### src/rtl/vend_pkg.sv
// Shared vending definitions: coin codes, coin values and payout FSM states.
package vend_pkg;

  localparam logic [1:0] COIN_NONE = 2'b00;
  localparam logic [1:0] COIN_1    = 2'b01;
  localparam logic [1:0] COIN_2    = 2'b10;
  localparam logic [1:0] COIN_5    = 2'b11;

  typedef enum logic [2:0] {
    ST_IDLE   = 3'd0,
    ST_SELECT = 3'd1,
    ST_ISSUE  = 3'd2,
    ST_DONE   = 3'd3,
    ST_JAM    = 3'd4
  } pay_state_e;

  // Face value of a coin code; COIN_NONE is worth nothing.
  function automatic logic [2:0] coin_value(input logic [1:0] code);
    logic [2:0] val;
    case (code)
      COIN_1:  val = 3'd1;
      COIN_2:  val = 3'd2;
      COIN_5:  val = 3'd5;
      default: val = 3'd0;
    endcase
    return val;
  endfunction

endpackage

### src/rtl/coin_inventory.sv
// Per-denomination coin inventory: three saturating up/down counters.
// inc_code adds one coin, dec_code removes one; both on the same code cancel.
module coin_inventory
  import vend_pkg::*;
#(
  parameter int CNT_W    = 4,
  parameter int INIT_CNT = 4
) (
  input  logic             clk,
  input  logic             reset_n,
  input  logic [1:0]       inc_code,
  input  logic [1:0]       dec_code,
  output logic [CNT_W-1:0] inv_1,
  output logic [CNT_W-1:0] inv_2,
  output logic [CNT_W-1:0] inv_5
);

  localparam logic [CNT_W-1:0] CNT_MAX  = {CNT_W{1'b1}};
  localparam logic [CNT_W-1:0] CNT_INIT = CNT_W'(INIT_CNT);

  // Counter gi serves coin code gi+1 (COIN_1, COIN_2, COIN_5).
  for (genvar gi = 0; gi < 3; gi++) begin : g_cnt
    localparam logic [1:0] CODE = 2'(gi + 1);

    logic [CNT_W-1:0] cnt_q;
    logic [CNT_W-1:0] cnt_d;
    logic             inc_hit;
    logic             dec_hit;

    // Next count: saturate at the top on refill, never go below zero.
    always_comb begin
      inc_hit = (inc_code == CODE);
      dec_hit = (dec_code == CODE) && (cnt_q != '0);
      cnt_d   = cnt_q;
      if (inc_hit && !dec_hit) begin
        if (cnt_q != CNT_MAX) cnt_d = cnt_q + CNT_W'(1);
      end else if (dec_hit && !inc_hit) begin
        cnt_d = cnt_q - CNT_W'(1);
      end
    end

    // Count register, reloaded with the initial stock on reset.
    always_ff @(posedge clk or negedge reset_n) begin
      if (!reset_n) cnt_q <= CNT_INIT;
      else          cnt_q <= cnt_d;
    end
  end

  assign inv_1 = g_cnt[0].cnt_q;
  assign inv_2 = g_cnt[1].cnt_q;
  assign inv_5 = g_cnt[2].cnt_q;

endmodule

### src/rtl/change_payout_sequencer.sv
// Change payout sequencer: pays an amount coin-by-coin through a hopper,
// choosing 5, 2, 1 greedily from stock, flagging short payouts and jams.
module change_payout_sequencer
  import vend_pkg::*;
#(
  parameter int AMT_W       = 4,
  parameter int CNT_W       = 4,
  parameter int INIT_CNT    = 4,
  parameter int ACK_TIMEOUT = 15
) (
  input  logic             clk,
  input  logic             reset_n,
  input  logic             change_req,
  input  logic [AMT_W-1:0] change_amt,
  output logic             busy,
  output logic             hop_req,
  output logic [1:0]       hop_denom,
  input  logic             hop_ack,
  input  logic             refill,
  input  logic [1:0]       refill_denom,
  input  logic             jam_clr,
  output logic             done,
  output logic             short,
  output logic [AMT_W-1:0] owed,
  output logic             jam,
  output logic [CNT_W-1:0] inv_1,
  output logic [CNT_W-1:0] inv_2,
  output logic [CNT_W-1:0] inv_5
);

  localparam int               TMO_W    = $clog2(ACK_TIMEOUT + 1);
  localparam logic [TMO_W-1:0] TMO_LAST = TMO_W'(ACK_TIMEOUT - 1);
  localparam logic [AMT_W-1:0] VAL_1    = AMT_W'(coin_value(COIN_1));
  localparam logic [AMT_W-1:0] VAL_2    = AMT_W'(coin_value(COIN_2));
  localparam logic [AMT_W-1:0] VAL_5    = AMT_W'(coin_value(COIN_5));

  pay_state_e       state_q, state_d;
  logic [AMT_W-1:0] rem_q, rem_d;
  logic [AMT_W-1:0] owed_q, owed_d;
  logic [1:0]       denom_q, denom_d;
  logic [TMO_W-1:0] tmo_q, tmo_d;
  logic             short_q, short_d;
  logic             jam_q, jam_d;
  logic             done_q, done_d;
  logic [1:0]       pick;
  logic [1:0]       dec_code;
  logic [1:0]       inc_code;

  assign inc_code = refill ? refill_denom : COIN_NONE;

  coin_inventory #(
    .CNT_W    (CNT_W),
    .INIT_CNT (INIT_CNT)
  ) u_inv (
    .clk      (clk),
    .reset_n  (reset_n),
    .inc_code (inc_code),
    .dec_code (dec_code),
    .inv_1    (inv_1),
    .inv_2    (inv_2),
    .inv_5    (inv_5)
  );

  // Greedy choice: largest coin that fits the remainder and is in stock.
  always_comb begin
    pick = COIN_NONE;
    if      ((rem_q >= VAL_5) && (inv_5 != '0)) pick = COIN_5;
    else if ((rem_q >= VAL_2) && (inv_2 != '0)) pick = COIN_2;
    else if ((rem_q >= VAL_1) && (inv_1 != '0)) pick = COIN_1;
  end

  // Payout FSM next-state and datapath updates.
  always_comb begin
    state_d  = state_q;
    rem_d    = rem_q;
    owed_d   = owed_q;
    denom_d  = denom_q;
    tmo_d    = tmo_q;
    short_d  = short_q;
    jam_d    = jam_q;
    done_d   = 1'b0;
    dec_code = COIN_NONE;
    case (state_q)
      ST_IDLE: begin
        if (change_req) begin
          rem_d   = change_amt;
          short_d = 1'b0;
          owed_d  = '0;
          state_d = ST_SELECT;
        end
      end
      ST_SELECT: begin
        if (rem_q == '0) begin
          state_d = ST_DONE;
          done_d  = 1'b1;
        end else if (pick != COIN_NONE) begin
          denom_d = pick;
          tmo_d   = '0;
          state_d = ST_ISSUE;
        end else begin
          // Nothing in stock fits: stop here, report what is still owed.
          short_d = 1'b1;
          owed_d  = rem_q;
          state_d = ST_DONE;
          done_d  = 1'b1;
        end
      end
      ST_ISSUE: begin
        if (hop_ack) begin
          // The coin fitted when chosen, so this subtraction cannot wrap.
          rem_d    = rem_q - AMT_W'(coin_value(denom_q));
          dec_code = denom_q;
          state_d  = ST_SELECT;
        end else if (tmo_q == TMO_LAST) begin
          jam_d   = 1'b1;
          short_d = 1'b1;
          owed_d  = rem_q;
          done_d  = 1'b1;
          state_d = ST_JAM;
        end else begin
          tmo_d = tmo_q + TMO_W'(1);
        end
      end
      ST_DONE: begin
        state_d = ST_IDLE;
      end
      ST_JAM: begin
        if (jam_clr) begin
          jam_d   = 1'b0;
          state_d = ST_IDLE;
        end
      end
      default: begin
        state_d = ST_IDLE;
      end
    endcase
  end

  // State and datapath registers; reset aborts any payout in flight.
  always_ff @(posedge clk or negedge reset_n) begin
    if (!reset_n) begin
      state_q <= ST_IDLE;
      rem_q   <= '0;
      owed_q  <= '0;
      denom_q <= COIN_NONE;
      tmo_q   <= '0;
      short_q <= 1'b0;
      jam_q   <= 1'b0;
      done_q  <= 1'b0;
    end else begin
      state_q <= state_d;
      rem_q   <= rem_d;
      owed_q  <= owed_d;
      denom_q <= denom_d;
      tmo_q   <= tmo_d;
      short_q <= short_d;
      jam_q   <= jam_d;
      done_q  <= done_d;
    end
  end

  assign busy      = (state_q != ST_IDLE);
  assign hop_req   = (state_q == ST_ISSUE);
  assign hop_denom = hop_req ? denom_q : COIN_NONE;
  assign done      = done_q;
  assign short     = short_q;
  assign owed      = owed_q;
  assign jam       = jam_q;

endmodule

### config.mk
export PLATFORM = sky130hd
export DESIGN_NAME = change_payout_sequencer
export DESIGN_NICKNAME = d
export VERILOG_FILES = /design/src/rtl/vend_pkg.sv /design/src/rtl/coin_inventory.sv /design/src/rtl/change_payout_sequencer.sv
export SDC_FILE = /design/constraint.sdc
export NUM_CORES = 1
export LEC_CHECK = 0
export ABC_CLOCK_PERIOD_IN_PS = 3050
export BUFFER_PORTS_ARGS = -buffer_cell sky130_fd_sc_hd__buf_2
export CORE_AREA = 2 2 65 67
export DETAILED_ROUTE_END_ITERATION = 16
export DIE_AREA = 0 0 67 69
export PLACE_DENSITY = 0.75
export SLEW_MARGIN = 30
export SYNTH_ARGS = -nofsm -noshare
export SYNTH_HDL_FRONTEND = slang
export SYNTH_SLANG_ARGS = --single-unit
### constraint.sdc
create_clock -name clk -period 3.05 [get_ports clk]
set_input_delay 0.1525 -clock clk [delete_from_list [all_inputs] [get_ports clk]]
set_output_delay 0.1525 -clock clk [all_outputs]
set_load 0.02 [all_outputs]
Word level (Yosys, flattened, before mapping)
Cells that the tools add are included.
- output and inout bits: 23
- logic and storage cells: 146
- bits of input ports: 12
- register bits: 32
- bitwise operators: 1
- reductions and logical operators: 41
- magnitude comparators: 3
- muxes and demuxes: 53
- add/subtract/negate cells: 8
- equal/unequal tests: 29
- operators with widths (cell ; number):
    $mux W4 ; 20
    $ne A2 B2 Y1 const B ; 10
    $mux W3 ; 6
    $add A4 B1 Y4 const B ; 4
    $pmux W4 S2 ; 2
    $reduce_bool A2 Y1 ; 7
    $mux W1 ; 13
    $eq A2 B2 Y1 const B ; 6
    $logic_and A1 B1 Y1 ; 12
    $mux W2 ; 6
    $ne A4 B4 Y1 const B ; 3
    $pmux W3 S4 ; 1
    $pmux W4 S3 ; 1
    $reduce_bool A4 Y1 ; 3
    $sub A4 B1 Y4 const B ; 3
    $pmux W3 S3 ; 1
    $reduce_and A3 Y1 ; 3
    $eq A2 B1 Y1 const B ; 3
    $logic_not A1 Y1 ; 6
    $reduce_and A2 Y1 ; 3
    $reduce_and A6 Y1 ; 1
    $reduce_bool A3 Y1 ; 2
    $reduce_and A5 Y1 ; 1
    $eq A4 B4 Y1 const B ; 1
    15 further kinds ; 17

Logic depth before layout (Yosys ltp)
Gate-level depths: netlist of run 1.
- word-level depth: 9
- depth in mapped cells: 10
- mapped depth without buffers: 8

By module
A second synthesis of run 1 with hierarchy kept.
- cell total of the unflattened synthesis: 199
- area total of the unflattened synthesis: 2010.7 sq um
- modules (own cells, without submodules) (module ; sequential area each (sq um) ; cells an instance ; instances ; area an instance (sq um)):
    change_payout_sequencer ; 500.5 ; 127 ; 1 ; 1164.9
    coin_inventory ; 304.0 ; 72 ; 1 ; 845.8

Worst setup path before layout of run 1
OpenSTA, ideal clock, no wires.
- path type: reg-to-reg
- from: register state_q[2]
- to: register u_inv.g_cnt[1].cnt_q[3] (netlist: u_inv.inv_2[3])
- setup slack: 0.554 ns
- cell stages (with the launch flop): 10
- setup time: 0.078 ns
- path buffers: 2
- period minus slack after synthesis: 2.496 ns
- data required time: 2.972 ns
- arrival: 2.418 ns
- path through: dfrtp_1 > buf_6 > nand4bb_1 > buf_4 > o31ai_1 > ha_1 > a21o_1 > a21oi_1 > mux2_2 > a21oi_1
- longest elaborated chain between the ends: 8
- elaborated cells between the ends (all ways): 11
- classes of those cells: 3 x eq/ne; 2 x mux; 6 x reduce/logical
- RTL lines (element ; line ; text):
    start: declaration ; change_payout_sequencer.sv:37 ; pay_state_e state_q, state_d;
    start signal: assignment ; change_payout_sequencer.sv:151 ; state_q <= state_d;
    $eq A3 B2 Y1 * ; change_payout_sequencer.sv:83 ; case (state_q)
    $mux W2 * ; change_payout_sequencer.sv:83 ;
    $eq A2 B2 Y1 * ; coin_inventory.sv:33 ; dec_hit = (dec_code == CODE) && (cnt_q != '0);
    $logic_and A1 B1 Y1 * ; coin_inventory.sv:33 ;
    $logic_not A1 Y1 ; coin_inventory.sv:35 ; if (inc_hit && !dec_hit) begin
    $logic_and A1 B1 Y1 ; coin_inventory.sv:35 ;
    $ne A2 B2 Y1 (no source line) or $reduce_bool A2 Y1 (tied branches) ; - ;
    $reduce_and A2 Y1 (no source line) ; - ;
    end signal: assignment ; coin_inventory.sv:45 ; else cnt_q <= cnt_d;
    end: declaration ; coin_inventory.sv:25 ; logic [CNT_W-1:0] cnt_q;
Mark *: on every way between the ends. The rest lies on a longest branch, timed or not.
A chain may end at the register's enable or synchronous reset.

Worst setup path in the final report of run 1
- from: register state_q[2]
- to: register u_inv.g_cnt[2].cnt_q[3] (netlist: u_inv.inv_5[3])
- longest elaborated chain between the ends: 8
- elaborated cells between the ends (all ways): 11
- classes of those cells: 3 x eq/ne; 2 x mux; 6 x reduce/logical
- RTL lines (element ; line):
    $eq A3 B2 Y1 * ; change_payout_sequencer.sv:83
    $mux W2 * ; change_payout_sequencer.sv:83
    $eq A2 B2 Y1 * ; coin_inventory.sv:33
    $logic_and A1 B1 Y1 * ; coin_inventory.sv:33
    $logic_not A1 Y1 ; coin_inventory.sv:35
    $logic_and A1 B1 Y1 ; coin_inventory.sv:35
    $ne A2 B2 Y1 (no source line) or $reduce_bool A2 Y1 (tied branches) ; -
    $reduce_and A2 Y1 (no source line) ; -
    end signal: assignment ; coin_inventory.sv:45
    end: declaration ; coin_inventory.sv:25
Marked as above.

==> summary.log, run 1 <==
INFO  run_status     run_status=complete, no violations
INFO  die            row_count=23
INFO  logic_synthesis syn_avg_cell_area=9.97squm
INFO  clock_tree     cts_made_buffers=5
INFO  clock_tree     clk-insertion-delay-late=0.29ns
INFO  sta            final-max-slew-violation-count=0
INFO  logic_synthesis synth_flop_cell=sky130_fd_sc_hd__dfrtp_1
INFO  routing        vias_cell=5.76
INFO  clock_tree     clockBufferDepth=2
INFO  logic_synthesis ys_warn_count=0
INFO  routing        routed_wirelength=4260um
INFO  die            die_area=4620squm
INFO  setup_path     cpPeakStageDelay=0.61ns
INFO  sta            unrepaired_setup_endpoints_after_global_routing=true
INFO  worst_hold_path timing.hold.worst.class=in2reg
INFO  sta            setup_viol=0
INFO  logic_synthesis seq_area_frac_synth=0.379
INFO  placement      place_hpwl=3260um
INFO  die            fp.dieW=67um
INFO  die            die_height=69um
INFO  pwr            standby_leakage_power=1.13nW
INFO  sta            finalHoldViolations=0
INFO  clock_tree     clock_sink_count=32
INFO  sta            worst_clk_skew=0.00562ns
INFO  routing        drt.antenna.violating_nets=0
INFO  placement      buffer_ports.inserted=34
INFO  setup_path     worstPathMaxFanout=10
INFO  routing        first_pass_iters=4
INFO  logic_synthesis dominant_combinational_cell_family_by_area_after_synthesis=compound AO/OA/AOI/OAI gates
INFO  logic_synthesis synth.area.mux_share=0.0483
INFO  logic_synthesis post_synth_inst_count=213
INFO  logic_synthesis synth_seq_cells=32
INFO  sta            worst_slew_margin_rel=0.528
INFO  clock_tree     cts_setup_buffers=0
INFO  clock_tree     clock_tree_from_tritoncts=done
INFO  logic_synthesis yosysTopAreaCell=sky130_fd_sc_hd__dfrtp_1
INFO  cells_and_area area_growth=15.1%
INFO  logic_synthesis ys_top_cells_by_area=sky130_fd_sc_hd__dfrtp_1, sky130_fd_sc_hd__ha_1, sky130_fd_sc_hd__a21oi_1, sky130_fd_sc_hd__fa_1, sky130_fd_sc_hd__dfstp_2
INFO  setup_path     worst-endpoint-required=3.21ns
INFO  placement      dpl-instance-area=2330squm
INFO  flow_run       cap_violations=0
INFO  logic_synthesis async_flop_share=1.00
INFO  logic_synthesis number_of_synthesized_flops_with_an_enable_pin=0
INFO  placement      globalplace.congestion=0.846
INFO  cells_and_area num_antenna_cells=0
INFO  cells_and_area share_of_post_route_cells_with_drive_strength_above_1=0.251
INFO  sta            fmax=351MHz
INFO  routing        detail_route.drc_violations=0
INFO  logic_synthesis synth_fp_nets=240
INFO  die            core_region_area=3910squm
INFO  logic_synthesis synth_cell_type_count=60
INFO  routing        post_drt_wl_per_cell=14.2um
INFO  clock_tree     root_buffer=sky130_fd_sc_hd__clkbuf_8
INFO  setup_path     critical_path_source_type=flop
INFO  logic_synthesis netlist_top_cells_count=sky130_fd_sc_hd__dfrtp_1, sky130_fd_sc_hd__a21oi_1, sky130_fd_sc_hd__nand2_1, sky130_fd_sc_hd__nor2_1, sky130_fd_sc_hd__inv_1
INFO  global_routing grt_overflow_total=0
INFO  setup_path     cp_cell_sequence=nand4bb_1 -> o31ai_2 -> ha_1 -> a21o_1 -> a21oi_1 -> nor2_1 -> a21boi_0 -> o21ai_1
INFO  cells_and_area fin_nets=277
INFO  logic_synthesis synthAdderAreaFrac=0.103
INFO  logic_synthesis synth_simple_gate_area_frac=0.189
INFO  clock_tree     post_cts_resized=0
INFO  clock_tree     ctsHtreeMaxLevel=2
INFO  pwr            power=0.00241W
INFO  global_routing grt_pass1_vias=1671
INFO  logic_synthesis syn-cell-area=2120squm
INFO  routing        dr_total_vias=1733
INFO  logic_synthesis synth_largest_type_area_fraction=0.342
INFO  logic_synthesis synth.most_common_cell=sky130_fd_sc_hd__dfrtp_1
INFO  cells_and_area postLayoutCellArea=2440squm
INFO  global_routing grt_antenna_before_repair=0
INFO  setup_path     slowest_stage=sky130_fd_sc_hd__o31ai_2
INFO  setup_path     cp-end-kind=flop
INFO  logic_synthesis synth_xor_area_frac=0.0206
INFO  logic_synthesis compound_gate_portion_of_the_synthesized_area=0.220
INFO  setup_path     cp.arrival=3.01ns
INFO  sta            final.period_utilization=0.934
INFO  sta            timing.final.ws_setup=0.201ns
INFO  global_routing maximum_number_of_pins_on_one_net_before_global_route_repair=33
INFO  pwr            powerDensity=986nW/um^2
INFO  global_routing wire_length_of_the_first_global_routing_pass=7390um
INFO  sta            hold_ws=0.0944ns
INFO  placement      detailedPlace.worstSlack=0.231ns
INFO  sta            period_minus_slack=2.85ns
INFO  routing        detailedRoute.firstIterationViolations=82
INFO  setup_path     critical_path_class=reg2reg
INFO  die            initial_core_util=0.543
INFO  clock_tree     cts.clk_slew.worst_paths=0.07ns
INFO  pwr            peakVddDrop=0.474mV
INFO  global_routing grt_use_total=0.206
INFO  die            floorplan.io_pins=35
INFO  sta            worstMarginPinSlew=0.707ns
==> power by group <==
| group | internal [W] | total [W] | leakage, nW | switching (W) |
|---|---|---|---|---|
| clock network | 0.000242 | 0.000400 | 0.0552 | 0.000158 |
| logic | 0.000499 | 0.00117 | 0.686 | 0.000669 |
| registers | 0.000587 | 0.000842 | 0.392 | 0.000256 |
| total | 0.00133 | 0.00241 | 1.13 | 0.00108 |
==> final timing paths <==
kind | depth (start not counted) | slack, ns | startpoint | to
setup / recovery | 8 | 0.20 | state_q[2] | u_inv.inv_5[3]
max in group asynchronous | 2 | 2.15 | reset_n | done
min in group asynchronous | 2 | 0.45 | reset_n | tmo_q[3]
hold reg to reg | 1 | 0.50 | owed[1] | owed[1]
hold / removal | 2 | 0.09 | jam_clr | state_q[2]
setup reg to reg | 8 | 0.20 | state_q[2] | u_inv.inv_5[3]
==> cell families after synthesis <==
group                      Yosys count
DFF                                 32
xor gates and xnor gates             5
AOI/OAI and AO/OA                   66
buffers and inverters               19
muxes                                9
adders and majority gates           15
and+or+nand+nor                     67
==> cells in the final DEF, fill, tap and decap left out, types with 2 or more instances in the layout <==
master | netlist | layout
sky130_fd_sc_hd__buf_2 | 3 | 34
sky130_fd_sc_hd__dfrtp_1 | 29 | 29
sky130_fd_sc_hd__a21oi_1 | 16 | 16
sky130_fd_sc_hd__nand2_1 | 15 | 15
sky130_fd_sc_hd__nor2_1 | 14 | 14
sky130_fd_sc_hd__inv_1 | 12 | 12
sky130_fd_sc_hd__ha_1 | 11 | 11
sky130_fd_sc_hd__o21ai_1 | 8 | 8
sky130_fd_sc_hd__o21ai_0 | 7 | 7
sky130_fd_sc_hd__nor3_1 | 5 | 5
sky130_fd_sc_hd__clkbuf_8 | 0 | 5
sky130_fd_sc_hd__and3_1 | 4 | 4
sky130_fd_sc_hd__a22o_1 | 4 | 4
sky130_fd_sc_hd__a21o_1 | 4 | 4
sky130_fd_sc_hd__o22a_1 | 4 | 4
sky130_fd_sc_hd__mux2_2 | 4 | 4
sky130_fd_sc_hd__xor2_1 | 4 | 4
sky130_fd_sc_hd__fa_1 | 4 | 4
sky130_fd_sc_hd__nand2b_1 | 3 | 3
sky130_fd_sc_hd__nor4_2 | 3 | 3
sky130_fd_sc_hd__o31ai_2 | 3 | 3
sky130_fd_sc_hd__nand3_1 | 3 | 3
sky130_fd_sc_hd__dfstp_2 | 3 | 3
sky130_fd_sc_hd__and3b_1 | 2 | 2
sky130_fd_sc_hd__and2_1 | 2 | 2
sky130_fd_sc_hd__or4_1 | 2 | 2
sky130_fd_sc_hd__nor2b_1 | 2 | 2
sky130_fd_sc_hd__mux2i_1 | 2 | 2
sky130_fd_sc_hd__o32a_1 | 2 | 2
sky130_fd_sc_hd__a211oi_1 | 2 | 2
sky130_fd_sc_hd__a31oi_1 | 2 | 2
sky130_fd_sc_hd__nand4_1 | 2 | 2
sky130_fd_sc_hd__a22oi_1 | 2 | 2
sky130_fd_sc_hd__o311ai_0 | 2 | 2
sky130_fd_sc_hd__mux2_1 | 2 | 2
==> stage by stage <==
stage | cells | util | setup TNS [ns]
6_report | 301 | 0.624 | 0
5_1_grt | 301 | 0.624 | -0.0225
4_1_cts | 301 | 0.624 | 0
3_5_place_dp | 292 | 0.594 | 0
3_3_place_gp | 292 | 0.594 | 0
2_1_floorplan | 213 | - | 0
==> repair_timing <==
item | in CTS | in global routing
endpoints found under the hold margin | 29 | 0
hold buffers | 1 | 0
setup endpoints to repair | 0 | 2
==> state kept, by name, summed over array words and instances (netlist names) <==
name / flops
jam: 1
u_inv.inv_5: 4
rem_q: 4
u_inv.inv_2: 4
denom_q: 2
owed: 4
tmo_q: 4
state_q: 3
u_inv.inv_1: 4
done: 1
short: 1
==> layer usage <==
metal / GRT usage / routed length (um) / part of all wire
met5: 0 / 0 / 0
met4: 0.0884 / 81 / 0.019
met3: 0.0571 / 215 / 0.050
met2: 0.307 / 1940 / 0.45
met1: 0.278 / 2030 / 0.48
==> area by class of cell <==
cell class	count	area [sq um]
clock buffer	6	72.6
clock inverter	2	35.0
fill	351	1470
inverter	13	48.8
multi-input combinational	162	1230
sequential	32	805
tap	50	62.6
timing repair buffer	36	188
==> critical path: cells and delay by family (launching register included) <==
kind                     cells  cell delay (ns)
AND/OR/NAND/NOR              2             0.62
flip-flops                   1             0.48
adder cells (fa/ha/maj)      1             0.32
AO/OA/AOI/OAI                5             1.30
No activity file was read; power rests on OpenSTA's default activity.
==> inputs of run 2 (changes only) <==
Settings changed: CORE_AREA 2 2 65 67 to 2 2 66 68, DIE_AREA 0 0 67 69 to 0 0 68 70.
==> run 2 against run 1 <==
  * Sequential share of layout area shrank 0.084 points
  * Worst hold slack is essentially flat
  * Sequential power is essentially flat
  * Cell area grew 0.26%
  * First-iteration DRC count grew 82%
  * Total power shrank 2.5%
  * Non-clock buffer count grew 1
  * Flip-flop and latch count is the same
  * Cell count grew 1.0%
  * Register-to-register slack gained 0.16 ns
  * Critical endpoint unchanged
  * Clock-buffer cell count grew 2
==> summary.log, run 2 (same netlist as run 1, synthesis figures left out) <==
INFO  setup_path     cp-end-kind=flop
INFO  cells_and_area num_antenna_cells=0 [unchanged]
INFO  routing        routed_wirelength=4220um [-0.85%]
INFO  routing        detailedRoute.firstIterationViolations=149 [+82%]
INFO  sta            final.period_utilization=0.880 [-0.0540]
INFO  global_routing grt_use_total=0.209 [+0.00262]
INFO  pwr            total_switching_power=0.00107W [-0.84%]
INFO  pwr            powerDensity=959nW/um^2 [-2.7%]
INFO  placement      dpl-instance-area=2340squm [+0.43%]
INFO  pwr            clock_network_fraction_of_design_power=0.145 [-0.021]
INFO  cells_and_area final_common_cell=sky130_fd_sc_hd__buf_2
INFO  clock_tree     root_buffer=sky130_fd_sc_hd__clkbuf_8
INFO  sta            worstMarginPinSlew=0.706ns [-0.00163 ns]
INFO  cells_and_area postLayoutCellArea=2450squm [+0.26%]
INFO  sta            setup_viol=0 [unchanged]
INFO  pwr            peakVddDrop=0.531mV [+12%]
INFO  global_routing grt_pass1_vias=1682 [+0.66%]
INFO  run_status     run_status=complete, no violations
INFO  worst_hold_path hold_path_depth=2 [unchanged]
INFO  sta            finalHoldViolations=0 [unchanged]
INFO  sta            final.setup.tns=0ns [unchanged]
INFO  die            die_area=4760squm [+3.0%]
INFO  setup_path     crit_buf_inv=0 [unchanged]
INFO  routing        vias_cell=5.76 [about the same]
INFO  setup_path     critical_path_class=reg2reg
INFO  die            core_region_area=4140squm [+5.9%]
INFO  setup_path     timing.rr.start=state_q[2]
INFO  worst_hold_path min-delay-start=change_req
INFO  global_routing grt_antenna_before_repair=0 [unchanged]
INFO  sta            final-max-slew-violation-count=0 [unchanged]
INFO  die            row_count=24 [+4.3%]
INFO  setup_path     critical_path.reg2reg.endpoint=u_inv.inv_5[3]
INFO  setup_path     cp_cell_sequence=nand4bb_2 -> o31ai_2 -> ha_1 -> a21o_1 -> a21oi_1 -> nand2_1 -> o311ai_0 -> o21ai_1
INFO  die            die_height=70um [+1.4%]
INFO  placement      place_hpwl=3190um [-2.0%]
INFO  placement      detailedPlace.worstSlack=0.275ns [+0.0440 ns]
INFO  sta            unrepaired_setup_endpoints_after_global_routing=false
INFO  worst_hold_path hold_path_end=short
INFO  setup_path     worstPathMaxFanout=10 [unchanged]
INFO  clock_tree     clockBufferDepth=2 [unchanged]
INFO  setup_path     critical_path_source_type=flop
INFO  pwr            seqPwrFrac=0.357 [+0.008]
INFO  pwr            power.share.combinational=0.498 [+0.013]
INFO  routing        dr_total_vias=1752 [+1.1%]
INFO  sta            fmax=372MHz [+6.1%]
INFO  clock_tree     cts_made_buffers=5 [unchanged]
INFO  routing        drt.antenna.violating_nets=0 [unchanged]
INFO  clock_tree     clk-insertion-delay-late=0.28ns [about the same]
INFO  routing        detail_route.drc_violations=0 [unchanged]
INFO  placement      buffer_ports.inserted=34 [unchanged]
INFO  worst_hold_path timing.hold.worst.class=in2reg
INFO  setup_path     timing.reg2reg.worst_path_depth=8 [unchanged]
INFO  cells_and_area most-common-layout-cells=sky130_fd_sc_hd__buf_2, sky130_fd_sc_hd__dfrtp_1, sky130_fd_sc_hd__a21oi_1
INFO  cells_and_area fin_nets=278 [+0.36%]
INFO  routing        first_pass_iters=4 [unchanged]
INFO  global_routing grt_overflow_total=0 [unchanged]
INFO  setup_path     worst-endpoint-required=3.21ns [about the same]
INFO  placement      globalplace.congestion=0.850 [+0.52%]
INFO  cells_and_area share_of_post_route_cells_with_drive_strength_above_1=0.254 [+0.00297]
INFO  flow_run       cap_violations=0 [unchanged]
INFO  routing        post_drt_wl_per_cell=13.9um [-1.8%]
INFO  clock_tree     clock_tree_from_tritoncts=done
INFO  pwr            power.switching_fraction=0.457 [+0.00762]
INFO  clock_tree     clock_sink_count=32 [unchanged]
INFO  cells_and_area area_growth=15.4%
INFO  clock_tree     ctsHtreeMaxLevel=2 [unchanged]
INFO  die            initial_core_util=0.512 [-0.0301]
INFO  setup_path     rrSetupSlack=0.37ns [+0.16 ns]
INFO  global_routing maximum_number_of_pins_on_one_net_before_global_route_repair=33 [unchanged]
INFO  setup_path     slowest_stage=sky130_fd_sc_hd__o31ai_2
INFO  sta            worst_slew_margin_rel=0.529 [+0.00109]
INFO  setup_path     cpPeakStageDelay=0.57ns [-0.04 ns]
INFO  global_routing wire_length_of_the_first_global_routing_pass=7550um [+2.2%]
INFO  setup_path     cp.arrival=2.84ns [-0.17 ns]
INFO  setup_path     critPathTopFamily=compound AO/OA/AOI/OAI gates
INFO  pwr            standby_leakage_power=1.13nW [-0.27%]
INFO  cells_and_area finish.utilization=0.591 [-0.0332]
INFO  die            floorplan.io_pins=35 [unchanged]
INFO  die            fp.dieW=68um [+1.5%]
INFO  sta            worst_clk_skew=0.00353ns [-0.00209 ns]
INFO  clock_tree     cts.clk_slew.worst_paths=0.07ns [about the same]
INFO  sta            timing.final.ws_setup=0.365ns [+0.165 ns]
INFO  pwr            p_int=0.00128W [-3.8%]
INFO  sta            period_minus_slack=2.68ns [-0.165 ns]
## run 2: cell count changes in the layout (fill, tap and decap cells not counted), sizes merged
cell	previous run	this run
buf	35	36
clkinv	1	0
clkbuf	6	8
bufinv	1	0
## run 2: per-stage QoR
step	power [W]	cells	hold WS [ns]
2_1_floorplan	0.00170	213	-0.143
3_3_place_gp	0.00198	295	0.256
5_1_grt	0.00258	304	0.0905
6_report	0.00235	304	0.0941
3_5_place_dp	0.00201	295	0.254
4_1_cts	0.00236	304	0.0885
## run 2: what timing repair did
item | CTS | global route
hold buffers | 1 | 0
setup endpoints to repair | 0 | 1
hold endpoints to repair | 29 | 0
setup buffers | 0 | 0
resized for setup | 0 | 2
## run 2: worst max path at each step
stage,start,end,slack [ns],cells after the start
2_1_floorplan,state_q[2],u_inv.inv_2[3],0.55,9
3_3_place_gp,state_q[2],u_inv.inv_1[3],0.35,8
3_5_place_dp,state_q[2],u_inv.inv_1[3],0.27,8
4_1_cts,state_q[2],u_inv.inv_1[3],0.25,8
5_1_grt,state_q[2],u_inv.inv_5[3],0.13,8
6_report,state_q[2],u_inv.inv_5[3],0.37,8
## run 2: layer usage
metal,routed length (um),GRT usage
met1,1930,0.294
met2,1930,0.302
met3,300,0.0596
met4,61,0.0800
met5,0,0
## run 2: cell type report
class,count,area (sq um)
tap,52,65.1
multi-input combinational,162,1250
fill,352,1690
sequential,32,805
timing repair buffer,37,195
clock buffer,8,90.1
inverter,13,48.8
## run 2: power groups by stage
stage	logic, W	clock network (W)	registers [W]
after detailed placement	0.00117	0	0.000844
after floorplan	0.000816	0	0.000882
after global placement	0.00114	0	0.000842
after CTS	0.00118	0.000350	0.000838
final	0.00117	0.000341	0.000839
after global routing	0.00133	0.000372	0.000877
==> inputs of run 3 (changes only) <==
Settings changed: BUFFER_PORTS_ARGS -buffer_cell sky130_fd_sc_hd__buf_2 to -buffer_cell sky130_fd_sc_hd__buf_4, CORE_AREA 2 2 66 68 to 2 2 69 71, DIE_AREA 0 0 68 70 to 0 0 71 73, PLACE_DENSITY 0.75 to 0.7.
==> run 3 against run 2 <==
  * Via count down 1.8%
  * Worst hold slack got worse by 0.0085 ns
  * Wire length is 6.1% higher
==> summary.log, run 3 (same netlist as run 1, synthesis figures left out) <==
INFO  clock_tree     cts.clk_slew.worst_paths=0.07ns [about the same]
INFO  setup_path     cp-end-kind=flop
INFO  die            fp.dieW=71um [+4.4%]
INFO  placement      place_hpwl=3320um [+4.1%]
INFO  clock_tree     clockBufferDepth=2 [unchanged]
INFO  setup_path     cp_cell_sequence=nand4bb_1 -> o31ai_2 -> ha_1 -> a21o_1 -> a21oi_1 -> nand2_1 -> o311ai_0 -> o21ai_1
INFO  die            floorplan.io_pins=35 [unchanged]
INFO  sta            worst_slew_margin_rel=0.597 [+0.0677]
INFO  die            initial_core_util=0.468 [-0.0442]
INFO  setup_path     critPathTopFamily=compound AO/OA/AOI/OAI gates
INFO  placement      globalplace.congestion=0.848 [-0.21%]
INFO  run_status     run_status=complete, no violations
INFO  sta            worst_clk_skew=0.00464ns [+0.00111 ns]
INFO  setup_path     timing.rr.start=state_q[2]
INFO  sta            finalHoldViolations=0 [unchanged]
INFO  global_routing grt_use_met3=0.0318 [-0.0278]
INFO  routing        dr_total_vias=1720 [-1.8%]
INFO  global_routing grt_pass1_vias=1649 [-2.0%]
INFO  global_routing most_used_routing_layer=met2
INFO  die            row_count=25 [+4.2%]
INFO  setup_path     critical_path_class=reg2reg
INFO  global_routing grtUsageMet2=0.310 [+0.00844]
INFO  sta            fmax=348MHz [-6.7%]
INFO  worst_hold_path min-delay-start=change_req
INFO  global_routing grt_use_met1=0.265 [-0.0289]
INFO  setup_path     critical_path_source_type=flop
INFO  global_routing grt_antenna_before_repair=0 [unchanged]
INFO  routing        detail_route.drc_violations=0 [unchanged]
INFO  routing        routed_wirelength=4480um [+6.1%]
INFO  placement      place.detailed.instances=298 [+1.0%]
INFO  clock_tree     cts_made_buffers=5 [unchanged]
INFO  sta            period_minus_slack=2.88ns [+0.192 ns]
INFO  cells_and_area area_growth=19.5%
INFO  global_routing grt_overflow_total=0 [unchanged]
INFO  placement      dpl-instance-area=2430squm [+4.1%]
INFO  clock_tree     ctsHtreeMaxLevel=2 [unchanged]
INFO  global_routing wire_length_of_the_first_global_routing_pass=7870um [+4.3%]
INFO  cells_and_area final_common_cell=sky130_fd_sc_hd__buf_4
INFO  worst_hold_path hold_path_end=short
INFO  sta            final.setup.tns=0ns [unchanged]
INFO  die            die_height=73um [+4.3%]
INFO  clock_tree     clock_sink_count=32 [unchanged]
INFO  cells_and_area stdcell_count=306 [+0.66%]
INFO  sta            worstMarginPinSlew=0.600ns [-0.106 ns]
INFO  setup_path     crit_buf_inv=0 [unchanged]
INFO  routing        drt.antenna.violating_nets=0 [unchanged]
INFO  clock_tree     clk-insertion-delay-late=0.28ns [about the same]
INFO  setup_path     worst-endpoint-required=3.21ns [about the same]
INFO  routing        vias_cell=5.62 [-2.5%]
INFO  die            core_region_area=4540squm [+9.5%]
INFO  cells_and_area share_of_post_route_cells_with_drive_strength_above_1=0.258 [+0.00397]
INFO  cells_and_area finish.utilization=0.559 [-0.0317]
INFO  sta            setup_viol=0 [unchanged]
INFO  routing        first_pass_iters=4 [unchanged]
INFO  pwr            powerDensity=963nW/um^2 [+0.37%]
INFO  clock_tree     root_buffer=sky130_fd_sc_hd__clkbuf_8
INFO  die            die_area=5180squm [+8.9%]
INFO  cells_and_area postLayoutCellArea=2540squm [+3.6%]
INFO  sta            final.period_utilization=0.943 [+0.0630]
INFO  setup_path     timing.reg2reg.worst_path_depth=8 [unchanged]
INFO  clock_tree     clock_tree_from_tritoncts=done
INFO  worst_hold_path timing.hold.worst.class=in2reg
INFO  clock_tree     cts_setup_buffers=0 [unchanged]
INFO  cells_and_area fin_nets=279 [+0.36%]
INFO  cells_and_area most-common-layout-cells=sky130_fd_sc_hd__buf_4, sky130_fd_sc_hd__dfrtp_1, sky130_fd_sc_hd__a21oi_1
INFO  setup_path     cpPeakStageDelay=0.66ns [+0.09 ns]
INFO  setup_path     worstPathMaxFanout=10 [unchanged]
INFO  sta            hold_ws=0.0857ns [-0.00847 ns]
INFO  global_routing grt_use_total=0.194 [-0.0148]
INFO  sta            final-max-slew-violation-count=0 [unchanged]
INFO  setup_path     cp.arrival=3.04ns [+0.20 ns]
INFO  setup_path     rrSetupSlack=0.17ns [-0.19 ns]
INFO  setup_path     slowest_stage=sky130_fd_sc_hd__o31ai_2
INFO  routing        detailedRoute.firstIterationViolations=105 [-30%]
INFO  routing        post_drt_wl_per_cell=14.6um [+5.4%]
INFO  cells_and_area num_antenna_cells=0 [unchanged]
INFO  global_routing maximum_number_of_pins_on_one_net_before_global_route_repair=33 [unchanged]
INFO  worst_hold_path hold_path_depth=2 [unchanged]
INFO  placement      buffer_ports.inserted=34 [unchanged]
INFO  cells_and_area fillerInstances=418 [+19%]
INFO  setup_path     critical_path.reg2reg.endpoint=u_inv.inv_1[3]
INFO  pwr            standby_leakage_power=1.16nW [+2.8%]
INFO  sta            unrepaired_setup_endpoints_after_global_routing=true
INFO  pwr            peakVddDrop=0.450mV [-15%]
INFO  flow_run       cap_violations=0 [unchanged]
run 3: cell types whose count changed in the layout (fill, tap and decap cells not counted):
cell / before / now
sky130_fd_sc_hd__buf_2: 34 / 0
sky130_fd_sc_hd__o31ai_4: 1 / 0
sky130_fd_sc_hd__clkbuf_8: 6 / 7
sky130_fd_sc_hd__nand4bb_1: 0 / 1
sky130_fd_sc_hd__nand4bb_2: 1 / 0
sky130_fd_sc_hd__buf_4: 2 / 37
sky130_fd_sc_hd__clkbuf_1: 2 / 0
sky130_fd_sc_hd__o31ai_2: 2 / 3
run 3: how the worst max path moves through the flow:
stage | startpoint | end | slack [ns] | cells past startpoint
2_1_floorplan | state_q[2] | u_inv.inv_2[3] | 0.55 | 9
3_3_place_gp | state_q[2] | u_inv.inv_1[3] | 0.34 | 8
3_5_place_dp | state_q[2] | u_inv.inv_1[3] | 0.24 | 8
4_1_cts | state_q[2] | u_inv.inv_1[3] | 0.22 | 8
5_1_grt | state_q[2] | u_inv.inv_5[3] | -0.07 | 8
6_report | state_q[2] | u_inv.inv_1[3] | 0.17 | 8
run 3: worst reg2reg max path, stage by stage (launching register included):
cell and delay (ns):
sky130_fd_sc_hd__dfrtp_1 0.48, sky130_fd_sc_hd__nand4bb_1 0.56, sky130_fd_sc_hd__o31ai_2 0.66, sky130_fd_sc_hd__ha_1 0.34, sky130_fd_sc_hd__a21o_1 0.16, sky130_fd_sc_hd__a21oi_1 0.23, sky130_fd_sc_hd__nand2_1 0.10, sky130_fd_sc_hd__o311ai_0 0.12
sky130_fd_sc_hd__o21ai_1 0.11
run 3: timing repair:
item,in CTS,in global routing
gates resized for setup,0,0
endpoints found under the hold margin,29,0
hold buffers,1,0
setup endpoints to repair,0,2
run 3: cell type report:
class                      count  area [sq um]  share of cell area
inverter                      13          48.8              0.0192
timing repair buffer          38           288               0.113
clock buffer                   7          96.3              0.0380
sequential                    32           805               0.317
tap                           54          67.6              0.0266
multi-input combinational    162          1230               0.486
run 3: per-layer routing:
| metal | vias to the layer above | part of all wire |
|---|---|---|
| li1 | 869 | - |
| met1 | 804 | 0.48 |
| met2 | 42 | 0.46 |
| met3 | 5 | 0.046 |
| met4 | 0 | 0.012 |
| met5 | - | 0 |
run 3: power breakdown:
part | internal [W] | total (W) | switching, W | leakage (nW)
logic | 0.000572 | 0.00125 | 0.000674 | 0.719
clock network | 0.000201 | 0.000353 | 0.000152 | 0.0503
registers | 0.000587 | 0.000844 | 0.000257 | 0.392
total | 0.00136 | 0.00244 | 0.00108 | 1.16
run 3: per-stage QoR:
stage | power, W | setup slack [ns]
2_1_floorplan | 0.00170 | 0.554
3_3_place_gp | 0.00207 | 0.342
3_5_place_dp | 0.00209 | 0.242
4_1_cts | 0.00246 | 0.219
5_1_grt | 0.00267 | -0.0685
6_report | 0.00244 | 0.173
